`src/rtl/add_seq_16_pkg.sv`:
```
// Shared definitions for the multi-precision add/subtract sequencer.
package add_seq_16_pkg;

  localparam int WORD_W = 16;

  typedef enum logic [1:0] {
    IDLE = 2'd0,
    RUN  = 2'd1,
    DONE = 2'd2
  } state_t;

endpackage

```
`src/rtl/add_seq_16_adder.sv`:
```
// 16-bit ripple adder with carry in/out; the single shared datapath adder.
module adder_16
  import add_seq_16_pkg::*;
(
  input  logic [WORD_W-1:0] a,
  input  logic [WORD_W-1:0] b,
  input  logic              c_in,
  output logic [WORD_W-1:0] sum,
  output logic              c_out
);

  logic [WORD_W:0] full;

  // Carry-chained word add; the extra top bit is the carry out.
  always_comb begin
    full  = {1'b0, a} + {1'b0, b} + (WORD_W + 1)'(c_in);
    sum   = full[WORD_W-1:0];
    c_out = full[WORD_W];
  end

endmodule

```
`src/rtl/add_seq_16.sv`:
```
// Multi-precision add/subtract sequencer: walks WORDS 16-bit words through one
// shared adder, LSW first, carrying between words through a register.
module add_seq_16
  import add_seq_16_pkg::*;
#(
  parameter int WORDS = 4
) (
  input  logic                  clk,
  input  logic                  rst_n,
  input  logic                  req_valid,
  output logic                  req_ready,
  input  logic                  req_sub,
  input  logic [16*WORDS-1:0]   req_a,
  input  logic [16*WORDS-1:0]   req_b,
  output logic                  resp_valid,
  input  logic                  resp_ready,
  output logic [16*WORDS-1:0]   resp_sum,
  output logic                  resp_carry,
  output logic                  resp_ovf,
  output logic                  resp_zero
);

  localparam int W     = WORD_W * WORDS;
  localparam int IDX_W = (WORDS > 1) ? $clog2(WORDS) : 1;
  localparam logic [IDX_W-1:0] LAST_IDX = IDX_W'(WORDS - 1);

  state_t             state;
  logic [IDX_W-1:0]   idx;
  logic               carry_q;
  logic [W-1:0]       a_q;
  logic [W-1:0]       b_q;
  logic [W-1:0]       sum_q;
  logic               carry_f;
  logic               ovf_f;
  logic               zero_f;

  logic [WORD_W-1:0]  a_word;
  logic [WORD_W-1:0]  b_word;
  logic [WORD_W-1:0]  s_word;
  logic               c_out;
  logic [W-1:0]       sum_next;
  logic               ovf_next;
  logic               zero_next;

  // Pick the current word of each latched operand for the shared adder.
  always_comb begin
    a_word = a_q[WORD_W*int'(idx) +: WORD_W];
    b_word = b_q[WORD_W*int'(idx) +: WORD_W];
  end

  adder_16 u_adder (
    .a     (a_word),
    .b     (b_word),
    .c_in  (carry_q),
    .sum   (s_word),
    .c_out (c_out)
  );

  // Sum with the current word merged in, plus the flags it would give if this is the last word.
  always_comb begin
    sum_next = sum_q;
    sum_next[WORD_W*int'(idx) +: WORD_W] = s_word;
    ovf_next  = (a_q[W-1] == b_q[W-1]) && (sum_next[W-1] != a_q[W-1]);
    zero_next = ~|sum_next;
  end

  // Sequencer: accept in IDLE, one word per cycle in RUN, hold the response in DONE.
  always_ff @(posedge clk or negedge rst_n) begin
    if (!rst_n) begin
      state   <= IDLE;
      idx     <= '0;
      carry_q <= 1'b0;
      a_q     <= '0;
      b_q     <= '0;
      sum_q   <= '0;
      carry_f <= 1'b0;
      ovf_f   <= 1'b0;
      zero_f  <= 1'b0;
    end else begin
      case (state)
        IDLE: begin
          if (req_valid) begin
            a_q     <= req_a;
            b_q     <= req_sub ? ~req_b : req_b;
            carry_q <= req_sub;
            idx     <= '0;
            state   <= RUN;
          end
        end
        RUN: begin
          sum_q   <= sum_next;
          carry_q <= c_out;
          if (idx == LAST_IDX) begin
            carry_f <= c_out;
            ovf_f   <= ovf_next;
            zero_f  <= zero_next;
            state   <= DONE;
          end else begin
            idx <= idx + IDX_W'(1);
          end
        end
        DONE: begin
          if (resp_ready) begin
            state <= IDLE;
          end
        end
        default: state <= IDLE;
      endcase
    end
  end

  // Handshake outputs are pure state decodes; result outputs come straight from registers.
  always_comb begin
    req_ready  = (state == IDLE);
    resp_valid = (state == DONE);
    resp_sum   = sum_q;
    resp_carry = carry_f;
    resp_ovf   = ovf_f;
    resp_zero  = zero_f;
  end

endmodule

```
`config.mk`:
```
export PLATFORM = sky130hd
export DESIGN_NAME = add_seq_16
export DESIGN_NICKNAME = d
export VERILOG_FILES = /design/src/rtl/add_seq_16_pkg.sv /design/src/rtl/add_seq_16_adder.sv /design/src/rtl/add_seq_16.sv
export SDC_FILE = /design/constraint.sdc
export NUM_CORES = 1
export LEC_CHECK = 0
export ABC_CLOCK_PERIOD_IN_PS = 4670
export BUFFER_PORTS_ARGS = -buffer_cell sky130_fd_sc_hd__buf_2
export CAP_MARGIN = 10
export CORE_ASPECT_RATIO = 1.5
export CORE_UTILIZATION = 50
export CTS_CLUSTER_DIAMETER = 50
export DETAILED_ROUTE_END_ITERATION = 8
export PLACE_DENSITY = 0.87
export SYNTH_ARGS = -nofsm -noshare
export SYNTH_HDL_FRONTEND = slang
export SYNTH_SLANG_ARGS = --single-unit
```
`constraint.sdc`:
```
create_clock -name clk -period 4.67 [get_ports clk]
set_input_delay 0.467 -clock clk [delete_from_list [all_inputs] [get_ports clk]]
set_output_delay 0.467 -clock clk [all_outputs]
set_load 0.01 [all_outputs]
```
# Word-level counts from Yosys, hierarchy flattened
# Index checks and enable logic that the tools add are counted.
[word_totals]
reg_bits = 200
input_bits = 133
output_inout_bits = 69
elab_cells = 48
[op_classes]
add_sub_neg = 4
eq_ne = 9
shift = 4
n_mux = 11
n_bitwise = 1
reduce_logical = 10
[op_table]
columns = ["op", "n"]
rows = [
  ["$shiftx A64 B7 Y16", 2],
  ["$bwmux W64", 1],
  ["$mux W64", 1],
  ["$not A64 Y64", 1],
  ["$reduce_or A64 Y1", 1],
  ["$shift A16 B33 Y64 const A", 1],
  ["$shiftx A16 B33 Y64", 1],
  ["$neg A6 Y33", 1],
  ["$add A16 B16 Y17", 1],
  ["$add A17 B1 Y17", 1],
  ["$mux W2", 5],
  ["$ne A2 B2 Y1 const B", 3],
  ["$pmux W2 S3", 1],
  ["$reduce_and A2 Y1", 3],
  ["$reduce_and A3 Y1", 2],
  ["$eq A2 B2 Y1 const B", 2],
  ["$pmux W2 S2", 1],
  ["$add A2 B1 Y2 const B", 1],
  ["$eq A2 B1 Y1 const B", 1],
  ["$logic_not A2 Y1", 1],
  ["$ne A2 B1 Y1 const B", 1],
  ["$pmux W1 S2", 1],
  ["$reduce_bool A2 Y1", 1],
  ["$eq A1 B1 Y1", 1],
  ["other kinds (4)", 4],
]

# Depth between registers and ports, before layout
[depth]
ltp_word = 7
depth_mapped = 13
mapped_depth_nobuf = 11

# Hierarchy
# Synthesis repeated with hierarchy kept, for this count alone.
[unflattened]
cells_unflattened = 793
area_unflattened_um2 = 9741.8
[by_module_without_submodules]
columns = ["mod", "n_inst", "cells_each", "area_per_inst_um2", "seq_area_each_um2"]
rows = [
  ["add_seq_16", 1, 704, 9008.6, 5004.8],
  ["adder_16", 1, 89, 733.2, 0.0],
]

# Worst setup path before layout
# Ideal clock, no wire load.
[synth_path]
path_type = "register -> register"
startpoint = "reg idx[0]"
endpoint = "reg zero_f (netlist: resp_zero)"
setup_ns = 0.104
arrival_ns = 4.745
required_time_ns = 4.566
slack_ns = -0.179
path_stages_with_launch = 13
n_path_buf = 2
synth_period_minus_slack_ns = 4.849
cell_sequence = "dfrtp_1 buf_2 buf_1 mux4_2 fa_1 a21o_1 and4_1 or3_1 a221o_1 a211o_1 or4b_1 a2111o_1 o41ai_2"
[synth_between]
elab_chain_cells = 7
word_cells_on_any_way = 12
classes_between = "add/sub (3); eq/ne (1); shift (4); mux (1); reduce/logical (3)"
[synth_lines]
columns = ["element", "line", "rtl"]
rows = [
  ["start, declared", "add_seq_16.sv:28", "logic [IDX_W-1:0] idx;"],
  ["start signal, assigned", "add_seq_16.sv:99", "idx <= idx + IDX_W'(1);"],
  ["$shiftx A64 B7 Y16, on equally long branches", "add_seq_16.sv:47, add_seq_16.sv:48", ""],
  ["$add A16 B16 Y17", "add_seq_16_adder.sv:16", "full = {1'b0, a} + {1'b0, b} + (WORD_W + 1)'(c_in);"],
  ["$add A17 B1 Y17", "add_seq_16_adder.sv:16", ""],
  ["$shiftx A16 B33 Y64", "add_seq_16.sv:62", "sum_next[WORD_W*int'(idx) +: WORD_W] = s_word;"],
  ["$bwmux W64", "add_seq_16.sv:62", ""],
  ["$reduce_or A64 Y1", "add_seq_16.sv:64", "zero_next = ~|sum_next;"],
  ["$logic_not A1 Y1", "add_seq_16.sv:64", ""],
  ["end signal, assigned", "add_seq_16.sv:96", "zero_f <= zero_next;"],
  ["end, declared", "add_seq_16.sv:35", "logic zero_f;"],
]
# Several ways; a longest one is shown, not always the timed one.
# A chain may end at the register's enable or synchronous reset.

# Worst setup path in the final report
# Ends and elaborated chain as after synthesis.

==> results.md <==
- Run status: finished, final reports clean
- GRT Total Usage: 26.2%
- Syn Std Cell Area: 9820 um^2
- Chip width: 116 um
- Worst Skew: 0.00804 ns
- Layout cells sized above 1: 33.3%
- Crit path capture: resp_zero
- DR iter-0 viols: 633
- Yosys warnings: 0
- Synth area leader: dfrtp_1
- H-Tree Level Count: 4
- Slew HR: 31.9%
- Most common flop cell mapped by yosys: dfrtp_1
- Async set-reset flop share out of synthesis: 100%
- Final TNS setup: 0 ns
- Vias per Instance: 5.79
- Commonest cells after routing, fill and taps aside: 199 x buf_2, 198 x dfrtp_1, 88 x a21oi_1
- Fill cells: 1522
- Final Hold Fails: 0
- Area of the die: 20200 um^2
- RSZ-0062 raised after global routing: false
- Mapped Cells: 856
- DRC Markers: 0
- Inst Count DP: 1282
- Placer congestion estimate: 0.929
- Fmax: 221 MHz
- WP data arrival: 4.86 ns
- Worst R2R Setup Slack: 0.15 ns
- Vias in the first global route: 7510
- Critical path class: register to register
- Clock tree buffer depth: 2
- Pin count of the biggest net entering global routing: 117
- CP most frequent cell: fa_1
- Critical path endpoint category: register
- Post-DP HPWL: 18.6 mm
- Placement-stage worst setup slack: 0.136 ns
- Finished Cell Area: 11800 um^2
- Final wirelength: 25.3 mm
- Seq/Total Area, Yosys: 50.9%
- Tmin final: 4.52 ns
- Synth cell types: 60
- Commonest non-fill, non-tap cell in the layout: buf_2
- Syn avg cell area: 11.5 um^2
- Crit. Startpoint: idx[0]
- Worst-margin pin slew: 1.02 ns
- Worst r2r path cells: 11
- #FFs+latches synth: 200
- Synth top area cells: dfrtp_1 51%, mux2_2 7.3%, mux4_2 7.3%
- Placed inst area: 11100 um^2
- Adder-cell share of the synthesized area: 3.08%
- Max-cap violations: 0
- Core region area: 19200 um^2
- Yosys top cell area share: 50.9%
- Routed WL per cell: 19.3 um
- CTS tree: built
- Syn_nets: 1012
- First-pass DRT Iterations: 5
- CTS resizes: 0
- Slowest CP cell: mux4_2
- # IOs: 202
- PortBufs: 201
- Crit-path cells: mux4_2 -> fa_1 -> fa_1 -> a21o_1 -> and4_1 -> or3_1 -> a221o_1 -> a211o_1 -> or4b_1 -> a2111o_1 -> o41ai_2
- Worst r2r src: idx[0]
- First-pass GRT wire length: 39.8 mm
- Final nets: 1201
- Synth Area in Compound Gates: 12.9%
- CP max stage delay: 0.53 ns
- Worst setup margin: 0.148 ns
- Hold Path Class: input pin to async pin
- Initial antenna violation count: 3
- DR vias: 7606
- Final Non-Filler Cells: 1314
- Insertion delay to the later sink of the worst-skew pair: 0.44 ns
- Antenna violation net count after detailed routing: 0
- Critical Path RT: 5.01 ns
- # setup viols final: 0
- Mux cell area share after synthesis: 14.9%
- Final Max Tran Viols: 0
- Row cnt: 62
- Largest family of logic cells by synthesized area: multiplexers
- Post-synthesis simple-gate area fraction: 9.11%
- Synth Area in XOR/XNOR: 6.60%
- CTS Buf Count: 17
- Critical R2R Capture: resp_zero
- Area Overhead vs Synth: 19.7%
- Die H: 174 um
- # clock sinks: 200
- CTS Hold Bufs: 0
- Max Fanout on Critical Path: 5
- Post-CTS Setup Bufs: 0
- Remaining global-route overflow: 0
- Post-synth EDFFs: 0
- Initial core utilization: 51.3%
- Clk pin slew, worst setup/hold paths: 0.07 ns
- Fin crit share: 96.8%
- Startpoint types: register
- Clk root buf: clkbuf_16
-- critical path: cells and delay by family (launching register included) --
| family | cells | cell delay (ns) |
|---|---|---|
| compound gates | 5 | 1.50 |
| flops | 1 | 0.42 |
| fa+ha+maj | 2 | 0.91 |
| simple gates | 3 | 1.08 |
| mux | 1 | 0.53 |
-- layout make-up --
cell class              instances  area, um^2  share of cell area, %
flip-flops and latches        200        5010                   42.6
multi-input cells             593        4580                   38.9
repair buffers                220        1180                   10.1
clock buffers                  20         447                   3.80
well taps                     256         320                   2.72
clock inverters                10         171                   1.46
inverters                      13        48.8                  0.415
diodes                          2        5.00                 0.0426
-- layer usage --
| metal | up-vias | track usage [%] | share of wire, % |
|---|---|---|---|
| li1 | 3460 | - | - |
| met1 | 3755 | 32.6 | 40 |
| met2 | 329 | 44.1 | 51 |
| met3 | 58 | 5.14 | 5.3 |
| met4 | 4 | 10.4 | 3.2 |
| met5 | - | 0 | 0.095 |
-- how the worst min path moves through the flow --
stage,from,endpoint,slack [ns],cells after the start
finish,rst_n,resp_sum[16],0.13,1
global route,rst_n,resp_sum[16],0.18,1
CTS,rst_n,resp_sum[16],0.18,1
floorplan,rst_n,a_q[0],0.17,0
detailed placement,resp_carry,resp_carry,0.47,2
global placement,resp_carry,resp_carry,0.46,2
-- cell usage after synthesis (all sizes together), types with 6 or more instances --
| library cell | n |
|---|---|
| o21ai | 45 |
| xnor2 | 68 |
| dfrtp | 200 |
| a21oi | 88 |
| inv | 13 |
| buf | 15 |
| nand2 | 54 |
| and2 | 9 |
| mux2 | 65 |
| mux4 | 32 |
| a21o | 8 |
| a22o | 31 |
| ha | 21 |
| nor4 | 14 |
| nor3 | 9 |
| clkbuf | 35 |
| xor2 | 6 |
| nor2 | 80 |
-- registers in the layout (all words and copies together) (netlist names) --
signal      flops
a_q            64
b_q            64
resp_sum       64
idx             2
state           2
carry_q         1
resp_carry      1
resp_ovf        1
resp_zero       1
-- through the flow --
stage / hold slack, ns / utilization, %
floorplan: 0.171 / -
global placement: 0.463 / 58.1
detailed placement: 0.470 / 58.1
CTS: 0.176 / 61.3
global route: 0.184 / 61.4
finish: 0.130 / 61.4
-- cell families (layout without fill, tap and decap cells) --
logic type	count (synthesis)	in the layout
DFF	200	200
adders and majority gates	23	23
AOI/OAI and AO/OA	203	203
xor gates and xnor gates	74	74
buffers and inverters	63	263
muxes	98	98
and+or+nand+nor	195	195
other	0	2
Power is not shown: default switching activity piles up to over one toggle a cycle in this logic, so the estimate is an artifact.
